==> src/rtl/lock_keypad_ctrl.sv <==
// Keypad password lock: collects 4 BCD digits, compares on enter, drives unlock/alarm timers.
// Optional LOCK_CHANGE_PW_EN adds a CHANGE state (key 12 in OPEN) and a writable password register.
module lock_keypad_ctrl #(
  parameter logic [15:0] PASSWORD       = 16'h1234,
  parameter int          MAX_WRONG      = 3,
  parameter int          UNLOCK_CYCLES  = 250_000_000,
  parameter int          LOCKOUT_CYCLES = 500_000_000
) (
  input  logic       clk,
  input  logic       rst_n,
  input  logic       key_valid,
  input  logic [3:0] key_code,
  output logic [3:0] Seg_1,
  output logic [3:0] Seg_2,
  output logic [3:0] Seg_3,
  output logic [3:0] Seg_4,
  output logic [3:0] count_Wrong,
  output logic       unlock,
  output logic       alarm
);
  localparam logic [3:0]  BLANK        = 4'hF;
  localparam logic [3:0]  K_BSP        = 4'd10;
  localparam logic [3:0]  K_ENT        = 4'd11;
  localparam logic [3:0]  MAX_W        = 4'(MAX_WRONG);
  localparam logic [31:0] UNLOCK_LOAD  = 32'(UNLOCK_CYCLES - 1);
  localparam logic [31:0] LOCKOUT_LOAD = 32'(LOCKOUT_CYCLES - 1);

`ifdef LOCK_CHANGE_PW_EN
  localparam logic [3:0] K_CHG = 4'd12;
  typedef enum logic [1:0] {ENTRY, OPEN, LOCKOUT, CHANGE} state_t;
`else
  typedef enum logic [1:0] {ENTRY, OPEN, LOCKOUT} state_t;
`endif

  state_t          state_q, state_d;
  logic [2:0]      idx_q, idx_d;
  // seg_q[3] is digit 1, so the packed vector lines up with the password nibbles
  logic [3:0][3:0] seg_q, seg_d;
  logic [3:0]      cnt_q, cnt_d, cnt_inc;
  logic            unlock_q, unlock_d, alarm_q, alarm_d;
  logic [31:0]     timer_q, timer_d;
  logic [15:0]     pw;
  logic            is_digit, is_bsp, is_ent, timer_zero, editing;

`ifdef LOCK_CHANGE_PW_EN
  logic [15:0] pw_q, pw_d;
  logic        is_chg;
  assign pw     = pw_q;
  assign is_chg = key_valid && (key_code == K_CHG);
  assign editing = (state_q == ENTRY) || (state_q == CHANGE);
`else
  assign pw      = PASSWORD;
  assign editing = (state_q == ENTRY);
`endif

  assign is_digit   = key_valid && (key_code <= 4'd9);
  assign is_bsp     = key_valid && (key_code == K_BSP);
  assign is_ent     = key_valid && (key_code == K_ENT);
  assign timer_zero = (timer_q == '0);
  assign cnt_inc    = cnt_q + 4'd1;

  always_comb begin
    state_d  = state_q;
    idx_d    = idx_q;
    seg_d    = seg_q;
    cnt_d    = cnt_q;
    unlock_d = unlock_q;
    alarm_d  = alarm_q;
    timer_d  = timer_q;
`ifdef LOCK_CHANGE_PW_EN
    pw_d     = pw_q;
`endif
    // Digit/backspace editing is shared by ENTRY and CHANGE
    if (editing) begin
      if (is_digit && idx_q < 3'd4) begin
        seg_d[2'(3'd3 - idx_q)] = key_code;
        idx_d = idx_q + 3'd1;
      end else if (is_bsp && idx_q != 3'd0) begin
        seg_d[2'(3'd4 - idx_q)] = BLANK;
        idx_d = idx_q - 3'd1;
      end
    end
    case (state_q)
      ENTRY: begin
        if (is_ent && idx_q == 3'd4) begin
          seg_d = {4{BLANK}};
          idx_d = 3'd0;
          if (seg_q == pw) begin
            cnt_d    = 4'd0;
            unlock_d = 1'b1;
            timer_d  = UNLOCK_LOAD;
            state_d  = OPEN;
          end else begin
            cnt_d = cnt_inc;
            if (cnt_inc == MAX_W) begin
              alarm_d = 1'b1;
              timer_d = LOCKOUT_LOAD;
              state_d = LOCKOUT;
            end
          end
        end
      end
      OPEN: begin
        // Expiry outranks any key arriving in the same cycle
        if (timer_zero || is_ent) begin
          unlock_d = 1'b0;
          state_d  = ENTRY;
`ifdef LOCK_CHANGE_PW_EN
        end else if (is_chg) begin
          unlock_d = 1'b0;
          state_d  = CHANGE;
`endif
        end else begin
          timer_d = timer_q - 32'd1;
        end
      end
      LOCKOUT: begin
        if (timer_zero) begin
          cnt_d   = 4'd0;
          alarm_d = 1'b0;
          state_d = ENTRY;
        end else begin
          timer_d = timer_q - 32'd1;
        end
      end
`ifdef LOCK_CHANGE_PW_EN
      CHANGE: begin
        if (is_ent && idx_q == 3'd4) begin
          pw_d    = seg_q;
          seg_d   = {4{BLANK}};
          idx_d   = 3'd0;
          state_d = ENTRY;
        end
      end
`endif
      default: state_d = ENTRY;
    endcase
  end

  always_ff @(posedge clk or negedge rst_n) begin
    if (!rst_n) begin
      state_q  <= ENTRY;
      idx_q    <= 3'd0;
      seg_q    <= {4{BLANK}};
      cnt_q    <= 4'd0;
      unlock_q <= 1'b0;
      alarm_q  <= 1'b0;
      timer_q  <= 32'd0;
`ifdef LOCK_CHANGE_PW_EN
      pw_q     <= PASSWORD;
`endif
    end else begin
      state_q  <= state_d;
      idx_q    <= idx_d;
      seg_q    <= seg_d;
      cnt_q    <= cnt_d;
      unlock_q <= unlock_d;
      alarm_q  <= alarm_d;
      timer_q  <= timer_d;
`ifdef LOCK_CHANGE_PW_EN
      pw_q     <= pw_d;
`endif
    end
  end

  assign Seg_1       = seg_q[3];
  assign Seg_2       = seg_q[2];
  assign Seg_3       = seg_q[1];
  assign Seg_4       = seg_q[0];
  assign count_Wrong = cnt_q;
  assign unlock      = unlock_q;
  assign alarm       = alarm_q;
endmodule
==> config.mk <==
export PLATFORM = sky130hd
export DESIGN_NAME = lock_keypad_ctrl
export DESIGN_NICKNAME = d
export VERILOG_FILES = /design/src/rtl/lock_keypad_ctrl.sv
export SDC_FILE = /design/constraint.sdc
export NUM_CORES = 1
export LEC_CHECK = 0
export ABC_AREA = 0
export CAP_MARGIN = 10
export CELL_PAD_IN_SITES_DETAIL_PLACEMENT = 1
export CELL_PAD_IN_SITES_GLOBAL_PLACEMENT = 1
export CORE_UTILIZATION = 42
export CTS_CLUSTER_SIZE = 28
export DETAILED_ROUTE_END_ITERATION = 16
export PLACE_DENSITY = 0.85
export SLEW_MARGIN = 0
export SYNTH_ARGS = -nofsm -noshare
export SYNTH_HDL_FRONTEND = slang
export SYNTH_SLANG_ARGS = --single-unit
==> constraint.sdc <==
create_clock -name clk -period 3.34 [get_ports clk]
set_input_delay 0.334 -clock clk [delete_from_list [all_inputs] [get_ports clk]]
set_output_delay 0.334 -clock clk [all_outputs]
set_load 0.01 [all_outputs]
## Word level (Yosys, flattened, before mapping)

Index checks and enable logic that the tools add are counted.

| storage, ports and cells | value |
|---|---|
| output and inout port bits | 22 |
| logic and storage cells | 99 |
| register bits after elaboration | 59 |
| input port bits | 7 |

| operators by class | value |
|---|---|
| $lt $le $gt $ge | 6 |
| mux-type cells | 40 |
| eq/ne operators | 16 |
| add/sub/neg operators | 6 |
| bitwise logic cells | 1 |
| reductions and logical operators | 20 |

Operator list:

| cell | count |
|---|---|
| 2-to-1 mux 32 bit | 5 |
| case mux 32 bit (3 select lines) | 1 |
| 2-to-1 mux 16 bit | 5 |
| zero test 32 bit | 1 |
| subtractor 32 x 1 -> 32 bit (second input constant) | 1 |
| 2-to-1 mux 4 bit | 5 |
| bitwise mux 16 bit | 1 |
| demux 4 bit (select 2 bit) | 2 |
| == test 16 x 13 -> 1 bit (second input constant) | 1 |
| OR 16 bit | 1 |
| 2-to-1 mux 3 bit | 5 |
| 2-to-1 mux 2 bit | 5 |
| != test 2 bit (second input constant) | 5 |
| AND reduction 5 bit | 2 |
| == test 4 bit (second input constant) | 2 |
| logical AND 1 bit | 8 |
| case mux 4 bit (2 select lines) | 1 |
| AND reduction 4 bit | 2 |
| 2-to-1 mux 1 bit | 7 |
| < comparator 2 x 3 -> 1 bit (second input constant) | 2 |
| != test 2 x 1 -> 1 bit (second input constant) | 3 |
| case mux 2 bit (3 select lines) | 1 |
| nonzero test 3 bit | 2 |
| adder 4 x 1 -> 4 bit (second input constant) | 1 |
| other kinds (17) | 20 |

## Longest topological paths before layout

| depth | value |
|---|---|
| word-level depth | 11 |
| depth in mapped cells | 9 |
| mapped depth without buffers | 8 |

## Least setup slack after synthesis

No wires, ideal clock.

| timing | value |
|---|---|
| kind | register -> register |
| from | register timer_q[0] |
| to | register state_q[0] |
| stages on the path, launching flop included | 9 |
| setup slack | 965 ps |
| library setup time | 125 ps |
| buffers on the path | 0 |
| data required time | 3215 ps |
| data arrival time | 2250 ps |
| clock period less this slack | 2375 ps |
| cells stage by stage | dfrtp_1 -> inv_1 -> ha_1 -> nor3b_1 -> nand2_1 -> or4_4 -> nor4_4 -> o21ai_2 -> mux2_4 |

| on the way | value |
|---|---|
| cells in the longest elaborated chain, start to end | 4 |
| elaborated cells between the ends (all ways) | 5 |
| classes of those cells | eq/ne (2); reduce/logical (3) |

RTL lines:

| what | line | text |
|---|---|---|
| from (decl) | 41 | `logic [31:0] timer_q, timer_d;` |
| from (signal assigned) | 159 | `timer_q <= timer_d;` |
| zero test 32 bit (*) | 59 | `assign timer_zero = (timer_q == '0);` |
| logical OR 1 bit | 105 | `if (timer_zero \|\| is_ent) begin` |
| != test 2 bit (no source line) | -- |  |
| AND reduction 4 bit (no source line) (*) | -- |  |
| to (signal assigned) | 153 | `state_q <= state_d;` |
| to (decl) | 35 | `state_t state_q, state_d;` |

Every way passes the cells marked *; elsewhere a longest branch is shown, timed or not.
A chain may end at the register's enable or synchronous reset.

## Final worst setup path

| timing | value |
|---|---|
| from | register seg_q, in the netlist Seg_2[1] |
| to | register timer_q[8] |

| on the way | value |
|---|---|
| cells in the longest elaborated chain, start to end | 4 |
| elaborated cells between the ends (all ways) | 6 |
| classes of those cells | eq/ne (2); mux (3); reduce/logical (1) |

RTL lines:

| what | line | text |
|---|---|---|
| from (decl) | 38 | `logic [3:0][3:0] seg_q, seg_d;` |
| from (signal assigned) | 144 | `seg_q <= {4{BLANK}};` |
| from (signal assigned) | 155 | `seg_q <= seg_d;` |
| == test 16 x 13 -> 1 bit (*) | 88 | `if (seg_q == pw) begin` |
| 2-to-1 mux 32 bit | 88 |  |
| 2-to-1 mux 32 bit | 85 | `if (is_ent && idx_q == 3'd4) begin` |
| case mux 32 bit (3 select lines) | 83 | `case (state_q)` |

Every way passes the cells marked *; elsewhere a longest branch is shown, timed or not. The select of a mux whose other input is x is not followed.

==> impl_metrics.py <==
metrics = {
    "cts": {
        "postCtsHoldBufs": 0,
        "cts_resized": 0,
        "cts_tree": "done",
        "cts_buffer_depth": 2,
        "cts-root-buf": "clkbuf_8",
        "cts_buffers": 9,
        "h-tree-depth": 3,
        "clk_pin_slew_ns": 0.07,
        "clock_sinks": 59,
        "clk_latency_ns": 0.35,
        "post_cts_buffers": 0,
    },
    "routing": {
        "wire_per_inst_microns": 20.1,
        "drt-total-wl_mm": 10.4,
        "drtIter0Drc": 169,
        "drc": 0,
        "vias": 3262,
        "dr.pass1.iters": 4,
        "antenna_left": 0,
        "avgViaCountPerCell": 6.32,
    },
    "final_layout": {
        "design_area_sq_mm": 0.00429,
        "fin_cells": 516,
        "nFillCells": 951,
        "syn_to_final_growth_pct": 16.6,
        "layout-drive-gt1-share_pct": 19.2,
        "final_util_pct": 51.5,
        "nets": 424,
        "antennaDiodeCount": 0,
    },
    "job": {
        "drv_cap": 0,
    },
    "logic_synthesis": {
        "async_flop_share_pct": 100,
        "synth.area.mux_share_pct": 1.22,
        "synth_seq_cells": 59,
        "synth_fp_nets": 393,
        "synthSimpleGateAreaFrac_pct": 21.3,
        "avgSynthCellArea_sq_um": 9.82,
        "synth_edf_count": 0,
        "synth_top_family_by_area": "compound AO/OA/AOI/OAI gates",
        "post_synth_fa_ha_maj_area_fraction_pct": 3.74,
        "syn_inst": 375,
        "synth.distinct_cells": 67,
        "ys.warnings.count": 0,
        "ys.flop_type": "dfrtp_1",
        "synth-compound-area-share_pct": 28.5,
        "synthXorXnorAreaFrac_pct": 0.476,
        "synth_area_sq_mm": 0.00368,
        "ys_seq_area_share_pct": 40.6,
    },
    "timing": {
        "slew_viol_final": 0,
        "setup_viol": 0,
        "slew_headroom_pct": 39.7,
        "finalClockSkew_ns": 0.0142,
        "timing.fmax_mhz": 330,
        "hold_viol_final": 0,
        "fin_setup_tns_ns": 0,
        "fin_crit_sh_pct": 90.8,
        "grt_setup_unrepaired": "no",
        "max_slew.worst_pin.slew_ns": 0.904,
        "fin_crit_ns": 3.03,
    },
    "setup_path": {
        "arrival_ns": 3.26,
        "critPathCaptureType": "flop",
        "r2r-start": "Seg_2[1]",
        "cp_max_fo": 31,
        "required_ns": 3.56,
        "reg2reg_slack_ns": 0.31,
        "reg2reg_depth": 6,
        "start_kind": "flop",
        "crit_type": "reg2reg",
        "rr_endpoint": "timer_q[8]",
    },
    "global_routing": {
        "grt_usage_pct": 24.8,
        "grt_pass1_vias": 3364,
        "grt_max_degree": 41,
        "antenna_found_initial": 0,
        "gr-total-overflow": 0,
        "grt_pass1_wl_mm": 17.2,
    },
    "floorplan": {
        "rows": 33,
        "die_w_microns": 95.7,
        "core_area_sq_mm": 0.00834,
        "initial_utilization_pct": 44.2,
        "io-pin-count": 29,
        "die_h_microns": 95.7,
        "dieArea_sq_mm": 0.00915,
    },
    "worst_hold_path": {
        "hp-class": "in2async",
    },
    "power": {
        "peakVddDrop_mv": 0.189,
        "p_per_area_mw_per_mm2": 345,
        "p_leak_nw": 1.77,
        "power_mw": 1.48,
    },
    "place": {
        "place_congestion": 0.795,
        "dpl.hpwl_mm": 7.22,
        "place_area_sq_mm": 0.00406,
        "placed_cells": 499,
        "io_buffers": 28,
    },
    "run_status": {
        "outcome": "finished clean",
    },
}
[metal layers]
layer | global-route usage (%) | up-vias | part of all wire [%]
met5 | 0 | - | 0
met4 | 8.96 | 0 | 1.9
met3 | 4.47 | 19 | 3.0
met2 | 40.8 | 59 | 50
met1 | 32.5 | 1662 | 46
li1 | - | 1522 | -
[worst max-delay path, stage by stage, from the launching register on]
cell	delay, ns
dfstp_2	0.54
nor4b_1	0.36
nand4_1	0.50
a31oi_2	0.52
o211a_4	0.47
nand2_1	0.19
o41ai_1	0.32
[cell type report]
type	count	area (sq um)	share of cell area (%)
repair buffers	38	358	8.33
inverters	15	56.3	1.31
multi-input cells	283	2030	47.3
clock buffers	12	145	3.38
flip-flops and latches	59	1500	34.8
clock inverters	4	73.8	1.72
well taps	105	131	3.06
[synthesized netlist by cell type, types with 5 or more instances]
cell,n,area share [%]
dfrtp_1,43,29
a31o_2,6,1.4
nand3_1,7,0.95
ha_1,11,3.7
a31oi_1,41,7.0
a21oi_2,10,2.4
a21oi_1,10,1.4
nor2_1,25,2.5
nand2b_1,12,2.0
nor3_1,12,1.6
buf_2,6,0.82
or3_1,5,0.85
nor4_1,5,0.85
o21ai_0,13,1.8
clkbuf_1,9,0.92
o31ai_1,11,2.2
inv_1,15,1.5
o22a_1,16,3.8
nand2_1,22,2.2
dfstp_2,16,11
[how the worst max path moves through the flow]
stage / slack (ns) / endpoint / start / cells after the start
5_1_grt: 0.11 / timer_q[8] / Seg_2[1] / 6
2_1_floorplan: 0.97 / state_q[0] / timer_q[0] / 8
3_3_place_gp: 0.44 / timer_q[1] / Seg_2[1] / 7
6_report: 0.31 / timer_q[8] / Seg_2[1] / 6
4_1_cts: 0.29 / timer_q[8] / Seg_2[1] / 6
3_5_place_dp: 0.30 / timer_q[8] / Seg_2[1] / 6
[sequential cells by signal, indices dropped and copies added, names as in the netlist]
signal       cells
Seg_1            4
Seg_2            4
Seg_3            4
Seg_4            4
alarm            1
count_Wrong      4
idx_q            3
state_q          2
timer_q         32
unlock           1
[power breakdown]
| part | switching, mW | internal (mW) |
|---|---|---|
| Combinational | 0.0241 | 0.00801 |
| Clock | 0.292 | 0.441 |
| Sequential | 0 | 0.715 |
[kinds of logic after synthesis]
logic type,Yosys count
AO/OA/AOI/OAI,139
AND/OR/NAND/NOR,127
flip-flops,59
buffers and inverters,33
adder cells (fa/ha/maj),11
multiplexers,4
XOR/XNOR,2
[layout by cell type, fill, tap and decap left out, drive strengths merged, types with 15 or more instances in the layout]
| master | n |
|---|---|
| o21ai | 16 |
| dfstp | 16 |
| dfrtp | 43 |
| nor2 | 26 |
| clkdlybuf4s50 | 27 |
| nand2 | 23 |
| a21oi | 20 |
| o22a | 16 |
| inv | 15 |
| a31oi | 42 |
[stage by stage]
step	setup slack, ns	hold slack [ns]
3_3_place_gp	0.445	0.474
6_report	0.309	0.108
5_1_grt	0.109	0.188
3_5_place_dp	0.304	0.496
4_1_cts	0.289	0.131
2_1_floorplan	0.965	0.0384
No activity file was read; power rests on OpenSTA's default activity.
